## config.mk

```make
export PLATFORM = sky130hd
export DESIGN_NAME = lcell_cfg_loader
export DESIGN_NICKNAME = d
export VERILOG_FILES = /design/src/rtl/lcell_cfg_pkg.sv /design/src/rtl/lcell_cfg_loader_crc16.sv /design/src/rtl/lcell_cfg_loader.sv
export SDC_FILE = /design/constraint.sdc
export NUM_CORES = 1
export LEC_CHECK = 0
export BUFFER_PORTS_ARGS = -buffer_cell sky130_fd_sc_hd__buf_4
export CORE_MARGIN = 2
export CORE_UTILIZATION = 52
export DETAILED_ROUTE_END_ITERATION = 8
export PLACE_DENSITY = 0.81
export SETUP_SLACK_MARGIN = 0.3
export SYNTH_ARGS = -nofsm -noshare
export SYNTH_HDL_FRONTEND = slang
export SYNTH_SLANG_ARGS = --single-unit
```

## constraint.sdc

```tcl
create_clock -name QCK -period 1.55 [get_ports QCK]
set_input_delay 0.0775 -clock QCK [delete_from_list [all_inputs] [get_ports QCK]]
set_output_delay 0.0775 -clock QCK [all_outputs]
set_load 0.01 [all_outputs]
```

## src/rtl/lcell_cfg_pkg.sv

```systemverilog
// Shared types, constants and CRC helper for the logic-cell config loader.
// LCELL_CFG_CRC_EN enables the CRC-16 trailer check in the loader.
package lcell_cfg_pkg;

  localparam int LUT_W   = 16;
  localparam int FRAME_W = LUT_W + 1;

  localparam logic [15:0] CRC16_POLY = 16'h1021;

  typedef enum logic [1:0] {
    IDLE,
    LOAD,
    CRC,
    COMMIT
  } cfg_state_e;

  function automatic logic [15:0] crc16_step(
    input logic [15:0] crc,
    input logic        din
  );
    logic fb;
    fb = crc[15] ^ din;
    return {crc[14:0], 1'b0} ^ (fb ? CRC16_POLY : 16'h0000);
  endfunction

endpackage

```

## src/rtl/lcell_cfg_loader_crc16.sv

```systemverilog
// Serial CRC-16-CCITT register: seed, enable, one bit per enabled cycle.
// Only instantiated when LCELL_CFG_CRC_EN is defined.
module lcell_cfg_crc16
  import lcell_cfg_pkg::*;
#(
  parameter logic [15:0] CRC_INIT = 16'hFFFF
) (
  input  logic        clk,
  input  logic        rst,
  input  logic        seed,
  input  logic        en,
  input  logic        din,
  output logic [15:0] crc
);

  always_ff @(posedge clk) begin
    if (rst || seed) begin
      crc <= CRC_INIT;
    end else if (en) begin
      crc <= crc16_step(crc, din);
    end
  end

endmodule

```

## src/rtl/lcell_cfg_loader.sv

```systemverilog
// Serial config loader: shadow frames per cell, atomic commit to live config.
// Define LCELL_CFG_CRC_EN to add the CRC-16 trailer check and CFG_ERR.
module lcell_cfg_loader
  import lcell_cfg_pkg::*;
#(
  parameter int NUM_CELLS = 4,
`ifdef LCELL_CFG_CRC_EN
  parameter logic [15:0] CRC_INIT = 16'hFFFF,
`endif
  parameter int LUT_W = 16
) (
  input  logic                       QCK,
  input  logic                       QRT,
  input  logic                       CFG_START,
  input  logic                       CFG_DI,
  input  logic                       CFG_DV,
  output logic                       CFG_RDY,
  output logic                       CFG_BUSY,
  output logic                       CFG_DONE,
  output logic                       CFG_ERR,
  output logic [NUM_CELLS*LUT_W-1:0] CELL_BITS,
  output logic [NUM_CELLS-1:0]       CELL_CDS
);

  localparam int FW = LUT_W + 1;
  localparam int BW = (FW > 1) ? $clog2(FW) : 1;
  localparam int CW = (NUM_CELLS > 1) ? $clog2(NUM_CELLS) : 1;
  localparam logic [BW-1:0] BIT_LAST  = BW'(FW - 1);
  localparam logic [BW-1:0] BIT_CDS   = BW'(LUT_W);
  localparam logic [CW-1:0] CELL_LAST = CW'(NUM_CELLS - 1);

  cfg_state_e state_q, state_d;

  logic [BW-1:0]              bit_q;
  logic [CW-1:0]              cell_q;
  logic [NUM_CELLS*LUT_W-1:0] sh_bits;
  logic [NUM_CELLS-1:0]       sh_cds;
  logic                       done_q;
  logic                       acc;
  logic                       load_acc;
  logic                       last_data;
  logic                       crc_fail;

  assign CFG_RDY   = (state_q == LOAD) || (state_q == CRC);
  assign CFG_BUSY  = (state_q != IDLE);
  assign CFG_DONE  = done_q;
  assign acc       = CFG_DV & CFG_RDY & ~CFG_START;
  assign load_acc  = acc && (state_q == LOAD);
  assign last_data = load_acc && (bit_q == BIT_LAST)
                     && (cell_q == CELL_LAST);

`ifdef LCELL_CFG_CRC_EN
  logic [15:0] crc;
  logic [3:0]  crc_cnt_q;
  logic        crc_bad_q;
  logic        crc_bit_bad;
  logic        crc_end;
  logic        crc_pass;
  logic        err_q;

  lcell_cfg_crc16 #(
    .CRC_INIT (CRC_INIT)
  ) u_crc (
    .clk  (QCK),
    .rst  (QRT),
    .seed (CFG_START),
    .en   (load_acc),
    .din  (CFG_DI),
    .crc  (crc)
  );

  // Trailer arrives MSB first; crc is frozen once LOAD ends.
  assign crc_bit_bad = CFG_DI != crc[4'd15 - crc_cnt_q];
  assign crc_end     = acc && (state_q == CRC)
                       && (crc_cnt_q == 4'd15);
  assign crc_pass    = crc_end && !crc_bad_q && !crc_bit_bad;
  assign crc_fail    = crc_end && (crc_bad_q || crc_bit_bad);
  assign CFG_ERR     = err_q;

  always_ff @(posedge QCK) begin
    if (QRT || CFG_START) begin
      crc_cnt_q <= '0;
      crc_bad_q <= 1'b0;
    end else if (acc && (state_q == CRC)) begin
      crc_cnt_q <= crc_cnt_q + 4'd1;
      crc_bad_q <= crc_bad_q | crc_bit_bad;
    end
  end

  always_ff @(posedge QCK) begin
    if (QRT || CFG_START) begin
      err_q <= 1'b0;
    end else if (crc_fail) begin
      err_q <= 1'b1;
    end
  end
`else
  assign crc_fail = 1'b0;
  assign CFG_ERR  = 1'b0;
`endif

  always_comb begin
    state_d = state_q;
    unique case (state_q)
      IDLE: begin
        if (CFG_START) state_d = LOAD;
      end
      LOAD: begin
        if (CFG_START) begin
          state_d = LOAD;
        end else if (last_data) begin
`ifdef LCELL_CFG_CRC_EN
          state_d = CRC;
`else
          state_d = COMMIT;
`endif
        end
      end
`ifdef LCELL_CFG_CRC_EN
      CRC: begin
        if (CFG_START)     state_d = LOAD;
        else if (crc_pass) state_d = COMMIT;
        else if (crc_fail) state_d = IDLE;
      end
`endif
      COMMIT: begin
        state_d = CFG_START ? LOAD : IDLE;
      end
      default: state_d = IDLE;
    endcase
  end

  always_ff @(posedge QCK) begin
    if (QRT) begin
      state_q   <= IDLE;
      bit_q     <= '0;
      cell_q    <= '0;
      sh_bits   <= '0;
      sh_cds    <= '0;
      CELL_BITS <= '0;
      CELL_CDS  <= '0;
      done_q    <= 1'b0;
    end else begin
      state_q <= state_d;
      done_q  <= (state_q == COMMIT);
      if (state_q == COMMIT) begin
        CELL_BITS <= sh_bits;
        CELL_CDS  <= sh_cds;
      end
      if (CFG_START) begin
        bit_q  <= '0;
        cell_q <= '0;
      end else if (load_acc) begin
        for (int k = 0; k < NUM_CELLS; k++) begin
          for (int b = 0; b < LUT_W; b++) begin
            if (cell_q == CW'(k) && bit_q == BW'(b))
              sh_bits[k*LUT_W+b] <= CFG_DI;
          end
          if (cell_q == CW'(k) && bit_q == BIT_CDS)
            sh_cds[k] <= CFG_DI;
        end
        if (bit_q == BIT_LAST) begin
          bit_q <= '0;
          if (cell_q != CELL_LAST) cell_q <= cell_q + 1'b1;
        end else begin
          bit_q <= bit_q + 1'b1;
        end
      end
      if (crc_fail) begin
        sh_bits <= '0;
        sh_cds  <= '0;
      end
    end
  end

endmodule

```

# --- Word level (Yosys, flattened, before mapping) ---
# Cells that the tools add are included.
# Widths: inputs -> output; s select.
word_totals:
  elab_cells: 257
  register_bits: 146
  inputBits: 5
classes:
  eq_ne: 25
  mux: 6
  n_bitwise: 3
  add_sub_neg: 2
  reduce_logical: 147
op_table:
  columns: ["cell", "n"]
  rows:
  - ["$reduce_and 3->1", 69]
  - ["$logic_and 1x1->1", 71]
  - ["$eq 5x4->1 const B", 8]
  - ["$eq 5x3->1 const B", 4]
  - ["$eq 5x2->1 const B", 2]
  - ["$eq 2x2->1 const B", 4]
  - ["$mux 2", 3]
  - ["$pmux 2 s3", 1]
  - ["$add 5x1->5 const B", 1]
  - ["$eq 5x1->1 const B", 1]
  - ["$eq 5x5->1 const B", 1]
  - ["$logic_not 5->1", 1]
  - ["$mux 5", 1]
  - ["$eq 2x1->1 const B", 2]
  - ["$logic_not 2->1", 2]
  - ["$ne 2x2->1 const B", 2]
  - ["$ne 3x3->1 const B", 1]
  - ["$add 2x1->2 const B", 1]
  - ["$and 1x1->1", 2]
  - ["$reduce_and 2->1", 1]
  - ["$reduce_bool 2->1", 1]
  - ["$reduce_or 2->1", 1]
  - ["$logic_or 1x1->1", 1]
  - ["$mux 1", 1]
  - ["$not 1->1", 1]

# --- Depth between registers and ports, before layout ---
depth:
  word_depth: 10
  mapped_depth: 7
  depth_no_buf: 5

# --- Worst setup path before layout ---
# Ideal clock, no wire load.
synth_timing:
  path_type: "register to register"
  start: "register state_q[0]"
  end: "register state_q[1]"
  path_stages_with_launch: 7
  n_path_buf: 1
  slack_ps: -186
  setup_time_ps: 121
  synth_period_minus_slack_ps: 1736
  t_arrival_ps: 1615
  cell_sequence: "dfxtp_1 -> inv_1 -> ha_1 -> and4b_2 -> buf_4 -> nand4_1 -> mux2_2"
synth_between:
  elab_chain_cells: 9
synth_lines:
  columns: ["element", "line_no", "text"]
  rows:
  - ["from (decl)", "lcell_cfg_loader.sv:32", "cfg_state_e state_q, state_d;"]
  - ["from (signal assigned)", "lcell_cfg_loader.sv:144", "state_q <= state_d;"]
  - ["$eq 2x1->1 or $eq 2x2->1 (tied branches)", "lcell_cfg_loader.sv:44", "assign CFG_RDY = (state_q == LOAD) || (state_q == CRC);"]
  - ["$logic_or 1x1->1 (*)", "lcell_cfg_loader.sv:44", null]
  - ["net CFG_RDY", "lcell_cfg_loader.sv:17", "output logic CFG_RDY,"]
  - ["$and 1x1->1 (*) (2 in a row)", "lcell_cfg_loader.sv:47", "assign acc = CFG_DV & CFG_RDY & ~CFG_START;"]
  - ["$logic_and 1x1->1 (*)", "lcell_cfg_loader.sv:48", "assign load_acc = acc && (state_q == LOAD);"]
  - ["$logic_and 1x1->1 (*)", "lcell_cfg_loader.sv:49", "assign last_data = load_acc && (bit_q == BIT_LAST)"]
  - ["$logic_and 1x1->1 (*)", "lcell_cfg_loader.sv:50", "&& (cell_q == CELL_LAST);"]
  - ["$ne 3x3->1 (no source line) (*)", null, null]
  - ["$reduce_and 2->1 (no source line) (*)", null, null]
# Mark *: on every way through the listed nets, which the timed path passes. The rest lies on a longest branch.
# A chain may end at the register's enable or synchronous reset.

# --- Final worst setup path ---
layout_timing:
  start: "register state_q[0]"
  end: "register bit_q[2]"
layout_between:
  elab_chain_cells: 5
layout_lines:
  columns: ["element", "line_no", "text"]
  rows:
  - ["$eq 2x1->1 or $eq 2x2->1 (tied branches)", "lcell_cfg_loader.sv:44, lcell_cfg_loader.sv:48", null]
  - ["$logic_or 1x1->1", "lcell_cfg_loader.sv:44", null]
  - ["$and 1x1->1 (2 in a row)", "lcell_cfg_loader.sv:47", null]
  - ["$logic_and 1x1->1 (*)", "lcell_cfg_loader.sv:48", null]
  - ["to (signal assigned)", "lcell_cfg_loader.sv:166", "bit_q <= bit_q + 1'b1;"]
  - ["to (decl)", "lcell_cfg_loader.sv:34", "logic [BW-1:0] bit_q;"]
# Mark *: on every way between the ends. The rest lies on a longest branch, timed or not.

==> flow_summary.yaml <==
timing:
  skew_ns: 0.00809
  rsz0062_at_grt: "yes"
  setup_ws_ns: -0.197
  drv_slew: 0
  finalHoldViolCount: 0
  setup_violations: 76
  min_period_ns: 1.75
  holdWs_ns: 0.114
  fin_crit_sh_pct: 113
  fmax_mhz: 573
status:
  violations: "negative setup slack"
  status: "finished, violations left"
yosys:
  syn_area_mm2: 0.00628
  synth_cells: 618
  synth_top_area_share_pct: 46.6
  synth_cell_types: 39
  avgSynthCellArea_um2: 10.2
  synth_area_leaders: "dfxtp_1, mux2i_1, nand2b_1, nand3_1, nor2_1"
  yosys_warnings: 0
  ys_ff_latch: 146
  mappedNetlistNets: 636
  synth.largest_area_cell: "dfxtp_1"
  synth_sequential_area_ratio_pct: 46.6
drt:
  routed_via_density: 5.77
  drtIter0Drc: 450
  drc: 0
  firstDrtPassIters: 5
  wl_per_cell_um: 21.2
  dr_total_vias: 5101
  wl_mm: 18.7
  drtAntennaViolNets: 0
critical_path:
  reg2regPathDepth: 6
  arrival_ns: 2.07
  critical_path.endpoint_type: "flop"
  worstSetupPathType: "flop to flop"
  critPathMaxFanout: 13
  start_kind: "flop"
  worstPathRequired_ns: 1.87
final_layout:
  final_cells: 884
  syn_to_final_growth_pct: 38.8
  fillers: 729
  fin_nets: 742
  postLayoutCellArea_mm2: 0.00871
  antenna_cells: 0
  drive_gt1_share_pct: 34.2
power_and_ir_drop:
  powerDensity_mw_per_mm2: 949
  seq_power_share_pct: 45.5
  comb_power_share_pct: 4.5
  leakagePower_nw: 3.57
  swShare_pct: 22.1
  intPower_w: 0.00644
  clkPwrFrac_pct: 50.0
  switching_power_w: 0.00182
  max-vdd-ir-drop_mv: 0.983
placement:
  placed_area_mm2: 0.00714
  hpwlAfterDp_mm: 9.32
  io_buffers: 75
  gp_congestion: 0.923
  dpl.cell_count: 817
die:
  rows: 40
  die_x_um: 114
  core_mm2: 0.0119
  die_h_um: 114
  pin_count: 77
  die_area_mm2: 0.0130
  initial_core_util_pct: 52.7
grt:
  grt_max_degree: 69
  grt_pass1_wl_mm: 25.5
  use_met1_pct: 31.5
  grt_overflow: 0
  grt_busiest_layer: "met2"
  use_met3_pct: 6.00
  grtUsageMet2_pct: 41.7
  grt_pass1_vias: 4900
  grt_usage_pct: 25.3
  antenna_found_initial: 0
cts:
  cts.clk_slew.worst_paths_ns: 0.06
  cts_root_buf: "clkbuf_16"
  cts.path.max_buffers: 2
  clk_latency_ns: 0.43
  cts_inserted_buffers: 17
  cts.sinks: 146
  tritoncts: "done"
  htreeDepth: 4
worst_hold_path:
  hold_path_class: "input port to flop"
  holdPathStages: 4
flow_run:
  drv_cap: 0
[repair_timing]
item | 4_1_cts | 5_1_grt
setup endpoints to repair | 145 | 148
gates cloned | 8 | 8
hold buffers | 3 | 0
resized for setup | 27 | 59
endpoints found under the hold margin | 5 | 0
pin swaps | 7 | 6
setup buffers | 12 | 4
[stage by stage]
step	TNS, ns	utilization, %	power [W]	worst slack (ns)
after global placement	-0.965	60.0	0.00410	-0.0357
after floorplan	0	-	0.00403	0.00976
after global routing	-8.78	73.2	0.00847	-0.225
final	-7.11	73.2	0.00827	-0.197
after CTS	-0.568	68.9	0.00820	-0.0367
after detailed placement	-3.30	60.0	0.00412	-0.0863
[area by class of cell]
class                           count  area [um^2]  share of cell area [%]
Clock buffer                       18          429                    4.93
Clock inverter                     14          165                    1.90
Inverter                            8         37.5                   0.431
Multi-Input combinational cell    409         3480                    39.9
Sequential cell                   146         2940                    33.7
Tap cell                          147          184                    2.11
Timing Repair Buffer              142         1480                    17.0
[Yosys cell counts, drive strengths merged]
cell and instances:
dfxtp 146, nor4b 4, mux2 2, and4bb 9, a31oi 1, and3 1, nand4 1, inv 8
nand3 71, and4b 4, o31ai 2, o21ai 2, nand4bb 1, nand2b 69, conb 1, a311oi 1
nor2 68, mux2i 136, or2 1, nand4b 2, nor2b 2, or4 1, o21bai 1, or3 2
buf 27, clkbuf 29, o41ai 1, ha 13, nor3b 1, a41oi 1, nor3 1, a21oi 6
nand2 3
[critical path, cell delays in order (launching register included)]
cell and delay [ns]:
dfxtp_2 0.36, inv_2 0.06, ha_4 0.30, and4b_4 0.36, buf_12 0.17, a31oi_1 0.12, a311oi_1 0.26
[worst paths after layout]
| check | startpoint | to | slack [ns] |
|---|---|---|---|
| setup / recovery | state_q[0] | bit_q[2] | -0.20 |
| hold / removal | CFG_START | state_q[0] | 0.11 |
| setup reg to reg | state_q[0] | bit_q[2] | -0.20 |
| hold reg to reg | sh_bits[23] | sh_bits[23] | 0.48 |
[sequential cells by signal (all words and copies together), names as in the netlist]
register,flops
CELL_BITS,64
CELL_CDS,4
sh_bits,64
cell_q,2
state_q,2
CFG_DONE,1
sh_cds,4
bit_q,5
[cells in the final DEF, fill, tap and decap left out, types with 4 or more instances in the layout]
cell / netlist / routed
a21oi_2: 0 / 4
and4bb_1: 5 / 4
and4bb_2: 4 / 5
buf_12: 0 / 8
buf_16: 0 / 6
buf_4: 3 / 112
clkbuf_16: 0 / 22
clkinv_2: 0 / 5
clkinv_4: 0 / 4
dfxtp_1: 146 / 141
ha_1: 13 / 6
ha_4: 0 / 5
mux2i_1: 136 / 132
nand2b_1: 69 / 68
nand3_1: 71 / 35
nand3_2: 0 / 22
nand3_4: 0 / 14
nor2_1: 68 / 68
[cell families (layout without fill, tap and decap cells)]
logic type,after synthesis,in the layout,share of synthesized area (%)
adders and majority gates,13,13,2.59
AOI/OAI and AO/OA,15,15,1.51
other,1,1,0.0597
and+or+nand+nor,241,242,22.0
DFF,146,146,46.6
buffers and inverters,64,182,5.18
muxes,138,138,22.0
[layer usage]
layer / part of all wire [%] / vias to the layer above / wire length (um)
li1: - / 2336 / -
met4: 4.8 / 0 / 897
met3: 6.3 / 65 / 1190
met5: 0 / - / 0
met2: 48 / 235 / 9010
met1: 41 / 2465 / 7640
[power by group through the flow]
| stage | clock network (W) | registers [W] | logic (W) |
|---|---|---|---|
| final | 0.00413 | 0.00376 | 0.000372 |
| after global routing | 0.00433 | 0.00376 | 0.000387 |
| after CTS | 0.00414 | 0.00376 | 0.000296 |
| after detailed placement | 0 | 0.00385 | 0.000268 |
| after global placement | 0 | 0.00385 | 0.000257 |
| after floorplan | 0 | 0.00385 | 0.000184 |
Power figures use the tool's default switching activity.
